### src/rtl/wave_osc.sv
// Phase-accumulator oscillator producing saw/square/triangle/silence samples with
// wrap-synchronised config updates. Optional hard sync input: WAVE_OSC_HARD_SYNC_EN.
module wave_osc #(
    parameter int BIT_WIDTH   = 16,
    parameter int PHASE_WIDTH = 24
) (
    input  logic                   clk_audio,
    input  logic                   rst_audio,
    input  logic                   sample_tick,
    input  logic [PHASE_WIDTH-1:0] freq_word,
    input  logic [1:0]             wave_sel,
    input  logic                   cfg_load,
`ifdef WAVE_OSC_HARD_SYNC_EN
    input  logic                   sync_in,
`endif
    output logic                   cfg_pending,
    output logic [BIT_WIDTH-1:0]   level,
    output logic                   level_valid
);

    generate
        if (PHASE_WIDTH < BIT_WIDTH) begin : g_bad_phase_width
            $error("wave_osc: PHASE_WIDTH must be >= BIT_WIDTH");
        end
        if (BIT_WIDTH < 4) begin : g_bad_bit_width
            $error("wave_osc: BIT_WIDTH must be >= 4");
        end
    endgenerate

    localparam logic [1:0] WAVE_SAW    = 2'd0;
    localparam logic [1:0] WAVE_SQUARE = 2'd1;
    localparam logic [1:0] WAVE_TRI    = 2'd2;
    localparam logic [1:0] WAVE_SILENT = 2'd3;

    localparam logic [BIT_WIDTH-1:0] HALF     = {1'b1, {(BIT_WIDTH-1){1'b0}}};
    localparam logic [BIT_WIDTH-1:0] POS_PEAK = {1'b0, {(BIT_WIDTH-1){1'b1}}};
    localparam logic [BIT_WIDTH-1:0] NEG_PEAK = {1'b1, {(BIT_WIDTH-2){1'b0}}, 1'b1};

    logic [PHASE_WIDTH-1:0] phase;
    logic [PHASE_WIDTH-1:0] active_freq;
    logic [PHASE_WIDTH-1:0] pending_freq;
    logic [1:0]             active_wave;
    logic [1:0]             pending_wave;

    logic [PHASE_WIDTH:0]   sum;
    logic [PHASE_WIDTH-1:0] next_phase;
    logic                   wrap;
    logic [BIT_WIDTH-1:0]   t;
    logic [BIT_WIDTH-1:0]   u;
    logic [BIT_WIDTH-1:0]   wave_level;
    logic                   apply;

    assign sum = {1'b0, phase} + {1'b0, active_freq};

    always_comb begin
        next_phase = sum[PHASE_WIDTH-1:0];
        wrap       = sum[PHASE_WIDTH];
`ifdef WAVE_OSC_HARD_SYNC_EN
        // Hard sync restarts the cycle and counts as a wrap so pending config lands.
        if (sync_in) begin
            next_phase = '0;
            wrap       = 1'b1;
        end
`endif
    end

    assign t = next_phase[PHASE_WIDTH-1 -: BIT_WIDTH];
    assign u = t[BIT_WIDTH-1] ? ~t : t;

    always_comb begin
        wave_level = '0;
        case (active_wave)
            WAVE_SAW:    wave_level = t ^ HALF;
            WAVE_SQUARE: wave_level = t[BIT_WIDTH-1] ? NEG_PEAK : POS_PEAK;
            WAVE_TRI:    wave_level = {u[BIT_WIDTH-2:0], 1'b0} ^ HALF;
            WAVE_SILENT: wave_level = '0;
            default:     wave_level = '0;
        endcase
    end

    // A stopped oscillator (freq 0) never wraps, so it accepts config on any tick.
    assign apply = sample_tick && cfg_pending && (wrap || (active_freq == '0));

    always_ff @(posedge clk_audio) begin
        if (rst_audio) begin
            phase        <= '0;
            level        <= '0;
            level_valid  <= 1'b0;
            active_freq  <= '0;
            pending_freq <= '0;
            active_wave  <= WAVE_SILENT;
            pending_wave <= WAVE_SILENT;
            cfg_pending  <= 1'b0;
        end else begin
            level_valid <= sample_tick;
            if (sample_tick) begin
                phase <= next_phase;
                level <= wave_level;
            end
            if (apply) begin
                active_freq <= pending_freq;
                active_wave <= pending_wave;
            end
            if (cfg_load) begin
                pending_freq <= freq_word;
                pending_wave <= wave_sel;
                cfg_pending  <= 1'b1;
            end else if (apply) begin
                cfg_pending <= 1'b0;
            end
        end
    end

endmodule

### config.mk
export PLATFORM = sky130hd
export DESIGN_NAME = wave_osc
export DESIGN_NICKNAME = d
export VERILOG_FILES = /design/src/rtl/wave_osc.sv
export SDC_FILE = /design/constraint.sdc
export NUM_CORES = 1
export LEC_CHECK = 0
export ABC_CLOCK_PERIOD_IN_PS = 3500
export BUFFER_PORTS_ARGS = -buffer_cell sky130_fd_sc_hd__buf_2
export CORE_ASPECT_RATIO = 1.4
export CORE_UTILIZATION = 55
export CTS_CLUSTER_SIZE = 28
export DETAILED_ROUTE_END_ITERATION = 8
export GPL_TIMING_DRIVEN = 0
export PLACE_DENSITY = 0.75
export SETUP_SLACK_MARGIN = 0.02
export SKIP_LAST_GASP = 1
export SYNTH_ARGS = -nofsm -noshare
export SYNTH_HDL_FRONTEND = slang
export SYNTH_SLANG_ARGS = --single-unit
### constraint.sdc
create_clock -name clk_audio -period 3.5 [get_ports clk_audio]
set_input_delay 0.175 -clock clk_audio [delete_from_list [all_inputs] [get_ports clk_audio]]
set_output_delay 0.175 -clock clk_audio [all_outputs]
set_load 0.01 [all_outputs]
=== Word level (Yosys, flattened, before mapping) ===
Cells that the tools add are included.

* Logic and storage cells: 26
* Register bits: 94
* Output and inout bits: 18

* Reductions and logical operators: 6
* Add/subtract/negate cells: 1
* Muxes and demuxes: 5
* Equality and inequality tests: 3
* Bitwise operators: 3

{| class="wikitable"
|+ Operators with widths
! cell !! count
|-
| $pmux W16 S4 || 1
|-
| $add A24 B24 Y25 || 1
|-
| $logic_not A24 Y1 || 1
|-
| $mux W16 || 1
|-
| $mux W15 || 1
|-
| $not A15 Y15 || 1
|-
| $eq A2 B2 Y1 const B || 2
|-
| $eq A2 B1 Y1 const B || 1
|-
| $logic_and A1 B1 Y1 || 2
|-
| $logic_not A2 Y1 || 1
|-
| $mux W1 || 2
|-
| $not A1 Y1 || 2
|-
| $reduce_bool A2 Y1 || 1
|-
| $logic_or A1 B1 Y1 || 1
|}

=== Depth between registers and ports, before layout ===
* Depth after elaboration: 5
* Gate-level depth with buffers: 13
* Mapped depth without buffers: 11

=== Least setup slack after synthesis ===
Ideal clock, no wire load.

* Path type: flip-flop to flip-flop
* Start: reg phase[0]
* End: reg active_freq[17]
* Cell stages (with the launch flop): 14
* Path slack: 623 ps
* Arrival time: 2,750 ps
* Required time: 3,372 ps
* Buffers on the path: 2
* Cells stage by stage: dfxtp_1 -> ha_1 -> fa_1 -> a211oi_1 -> o21a_2 -> a21oi_4 -> a221oi_2 -> or4_4 -> a21oi_2 -> o211ai_2 -> buf_6 -> buf_6 -> mux2i_1 -> nor2_1

* Cells in the longest elaborated chain, start to end: 3

{| class="wikitable"
|+ Ends and longest elaborated chain
! item !! line !! text
|-
| start: declaration || 39 || <nowiki>logic [PHASE_WIDTH-1:0] phase;</nowiki>
|-
| start signal: assignment || 97 || <nowiki>phase <= next_phase;</nowiki>
|-
| $add A24 B24 Y25 || 53 || <nowiki>assign sum = {1'b0, phase} + {1'b0, active_freq};</nowiki>
|-
| $logic_or A1 B1 Y1 || 82 || <nowiki>assign apply = sample_tick && cfg_pending && (wrap || (active_freq == '0));</nowiki>
|-
| $logic_and A1 B1 Y1 || 82 ||
|-
| end signal: assignment || 101 || <nowiki>active_freq <= pending_freq;</nowiki>
|-
| end: declaration || 40 || <nowiki>logic [PHASE_WIDTH-1:0] active_freq;</nowiki>
|}

Every way passes these cells.
A chain may end at the register's enable or synchronous reset.

=== Worst setup path in the final report ===
* Start: reg active_freq[6]
* End: reg level[5]

* Cells in the longest elaborated chain, start to end: 4
* Elaborated cells between the ends (all ways): 5

{| class="wikitable"
|+ Ends and longest elaborated chain
! item !! line !! text
|-
| $add A24 B24 Y25 (*) || 53 ||
|-
| $not A15 Y15 || 68 || <nowiki>assign u = t[BIT_WIDTH-1] ? ~t : t;</nowiki>
|-
| $mux W15 || 68 ||
|-
| $pmux W16 S4 (*) || 72 || <nowiki>case (active_wave)</nowiki>
|-
| end signal: assignment || 98 || <nowiki>level <= wave_level;</nowiki>
|-
| end: declaration || 17 || <nowiki>output logic [BIT_WIDTH-1:0] level,</nowiki>
|}

Mark *: on every way between the ends. The rest lies on a longest branch, timed or not.

==> qor.csv <==
metric,value,unit
drv_slew,0,
synth_area_per_cell,8.88,µm²
crit_top_cell,a2111oi_4,
synth_edf_count,0,
grt_max_degree,18,
cts_resized,0,
fin_crit,3.37,ns
ys_seq_area_share,37.8,%
yosys-top-cells-area,"dfxtp_1, mux2i_1, nor2_1",
die_w,82.4,µm
grt-ovfl-total,0,
drtIter0Drc,294,
crit_slowest_cell,a2111oi_4,
path_cells,ha_1 > o21ai_1 > a2111oi_4 > a211oi_1 > a21o_2 > mux2i_1 > a2111oi_4 > buf_4 > nor2_1 > a221oi_1 > nor3_1,
syn_nets,615,
crit_start,active_freq[6]$_SDFFE_PP0P_,
cp_max_fo,10,
port_buffers,47,
htree_levels,3,
crit_type,register to register,
gp_congestion,0.920,
ys_ff_latch,94,
vias,4288,
grt_antenna_before_repair,0,
rr_startpoint,active_freq[6]$_SDFFE_PP0P_,
finalNonFillerCells,728,
grtUsageMet3,2.79,%
worst_pin_slew,0.766,ns
hold_violations,0,
synth_area_leader_cell,dfxtp_1,
yosysWarnings,0,
grt_most_used_layer,met2,
use_met1,31.2,%
antennaDiodeCount,0,
synth_top_area_share,37.8,%
cp.arrival,3.61,ns
nets,673,
routed_wl,11900,µm
wl_per_cell,16.3,µm
drcViolationCount,0,
rows,40,
viasPerCell,5.89,
status,completed,
crit_required,3.74,ns
path_buf_inv,1,
worst-r2r-setup-slack,0.13,ns
grt_pass1_vias,4135,
synth_flop_cell,dfxtp_1,
hpwl,8960,µm
cts_buffers,9,
drt-pass1-iter-count,5,
setup_viol,0,
grt_pass1_wl,19300,µm
synth_common_cells,"nor2_1, dfxtp_1, mux2i_1",
clk_pin_slew_worst_paths,0.07,ns
syn-cell-area,4970,µm²
cts_root_buf,clkbuf_16,
cpLargestDelayFamily,compound AO/OA/AOI/OAI gates,
core,8660,µm²
ys_types,60,
drive_above_1_share,14.3,%
dieArea,9430,µm²
p_per_area,449,nW/µm²
skew,0.00723,ns
syn_inst,560,
ant_nets,0,
placedCellCount,712,
timing.fmax,297,MHz
start_util,57.4,%
io_pins,48,
rr_worst_depth,11,
die_height,115,µm
clock_latency,0.35,ns
grtUsageMet2,47.4,%
worstSetupPathDepth,11,
cts_tree,built,
hold_class,input port to register,
max_slew_margin,48.9,%
grt_usage,27.1,%
synth_most_common_cell,nor2_1,
cts_sinks,94,
async_flop_share,0,%
vdd_drop_max,0.000397,V
rr_endpoint,level[5]$_SDFFE_PP0P_,
areaGrowthSynthToFinish,14.2,%
post_cts_buffers,0,
ctsLongestPathBuffers,2,
fin_crit_sh,96.3,%
startpoint_type,register,
leakage,2.67,nW
cts_hold_buffers,0,
cp-endpoint,level[5]$_SDFFE_PP0P_,
slowest_delay,0.49,ns
final_util,65.6,%
drv_cap,0,
cp-end-kind,register,
-- power by group --
part | internal, mW | switching (mW)
logic | 0.169 | 0.227
clock network | 0.567 | 0.449
registers | 1.11 | 0.0267
-- kinds of logic (layout without fill, tap and decap cells) --
group,after synthesis,in the layout,share of synthesized area [%]
AOI/OAI and AO/OA,136,136,19.0
xor gates and xnor gates,26,26,4.58
adders and majority gates,25,25,6.44
buffers and inverters,43,106,4.25
DFF,94,94,37.8
muxes,66,66,13.3
and+or+nand+nor,170,170,14.6
-- metal layers --
| metal | routed length, µm | vias up |
|---|---|---|
| met2 | 5920 | 147 |
| met3 | 433 | 34 |
| met4 | 489 | 0 |
| li1 | - | 2120 |
| met1 | 5060 | 1987 |
| met5 | 0 | - |
-- sequential cells by signal (all words and copies together), names as in the netlist --
register,cells
active_freq,24
pending_freq,24
phase,24
level,16
active_wave,2
pending_wave,2
cfg_pending,1
level_valid,1
-- through the flow --
step	cell area [µm²]	total power, mW	worst slack, ns	setup TNS [ns]	hold WS [ns]
after CTS	5640	2.55	0.0412	0	0.0280
after global routing	5680	2.64	-0.00373	-0.00373	0.0452
after floorplan	4970	1.45	0.623	0	0.252
final	5680	2.55	0.129	0	0.0295
after global placement	5340	1.53	0.0839	0	0.377
after detailed placement	5340	1.55	0.0618	0	0.386
-- cells in the final DEF, fill, tap and decap left out, types with 4 or more instances in the layout --
master and n:
xnor2_1 17, a21oi_1 43, o21ai_0 16, xor2_1 9
nor2b_1 4, clkbuf_1 20, nor3_1 11, nor2_1 107
a211oi_1 4, a21o_1 11, a22oi_1 7, o21ai_1 6
clkbuf_16 9, nor4_1 6, dfxtp_1 94, buf_1 5
inv_1 7, mux2i_1 66, nand3_1 10, ha_1 24
nand2_1 20, o22ai_1 6, buf_2 53, o211ai_1 6
-- worst min-delay path by stage --
| stage | depth (start not counted) | from | slack [ns] | end |
|---|---|---|---|---|
| floorplan | 1 | rst_audio | 0.25 | level_valid$_SDFF_PP0_ |
| global placement | 2 | wave_sel[1] | 0.38 | pending_wave[1]$_SDFFE_PP1P_ |
| detailed placement | 2 | wave_sel[0] | 0.39 | pending_wave[0]$_SDFFE_PP1P_ |
| CTS | 2 | wave_sel[0] | 0.03 | pending_wave[0]$_SDFFE_PP1P_ |
| global route | 2 | wave_sel[0] | 0.05 | pending_wave[0]$_SDFFE_PP1P_ |
| finish | 2 | wave_sel[1] | 0.03 | pending_wave[1]$_SDFFE_PP1P_ |
-- area by class of cell --
type | instances | area (µm²)
Buffer | 35 | 181
Clock buffer | 10 | 229
Clock inverter | 6 | 75.1
Fill cell | 739 | 2980
Inverter | 8 | 30.0
Multi-Input combinational cell | 423 | 2920
Sequential cell | 94 | 1880
Tap cell | 105 | 131
Timing Repair Buffer | 47 | 235
No activity file was read; power rests on OpenSTA's default activity.
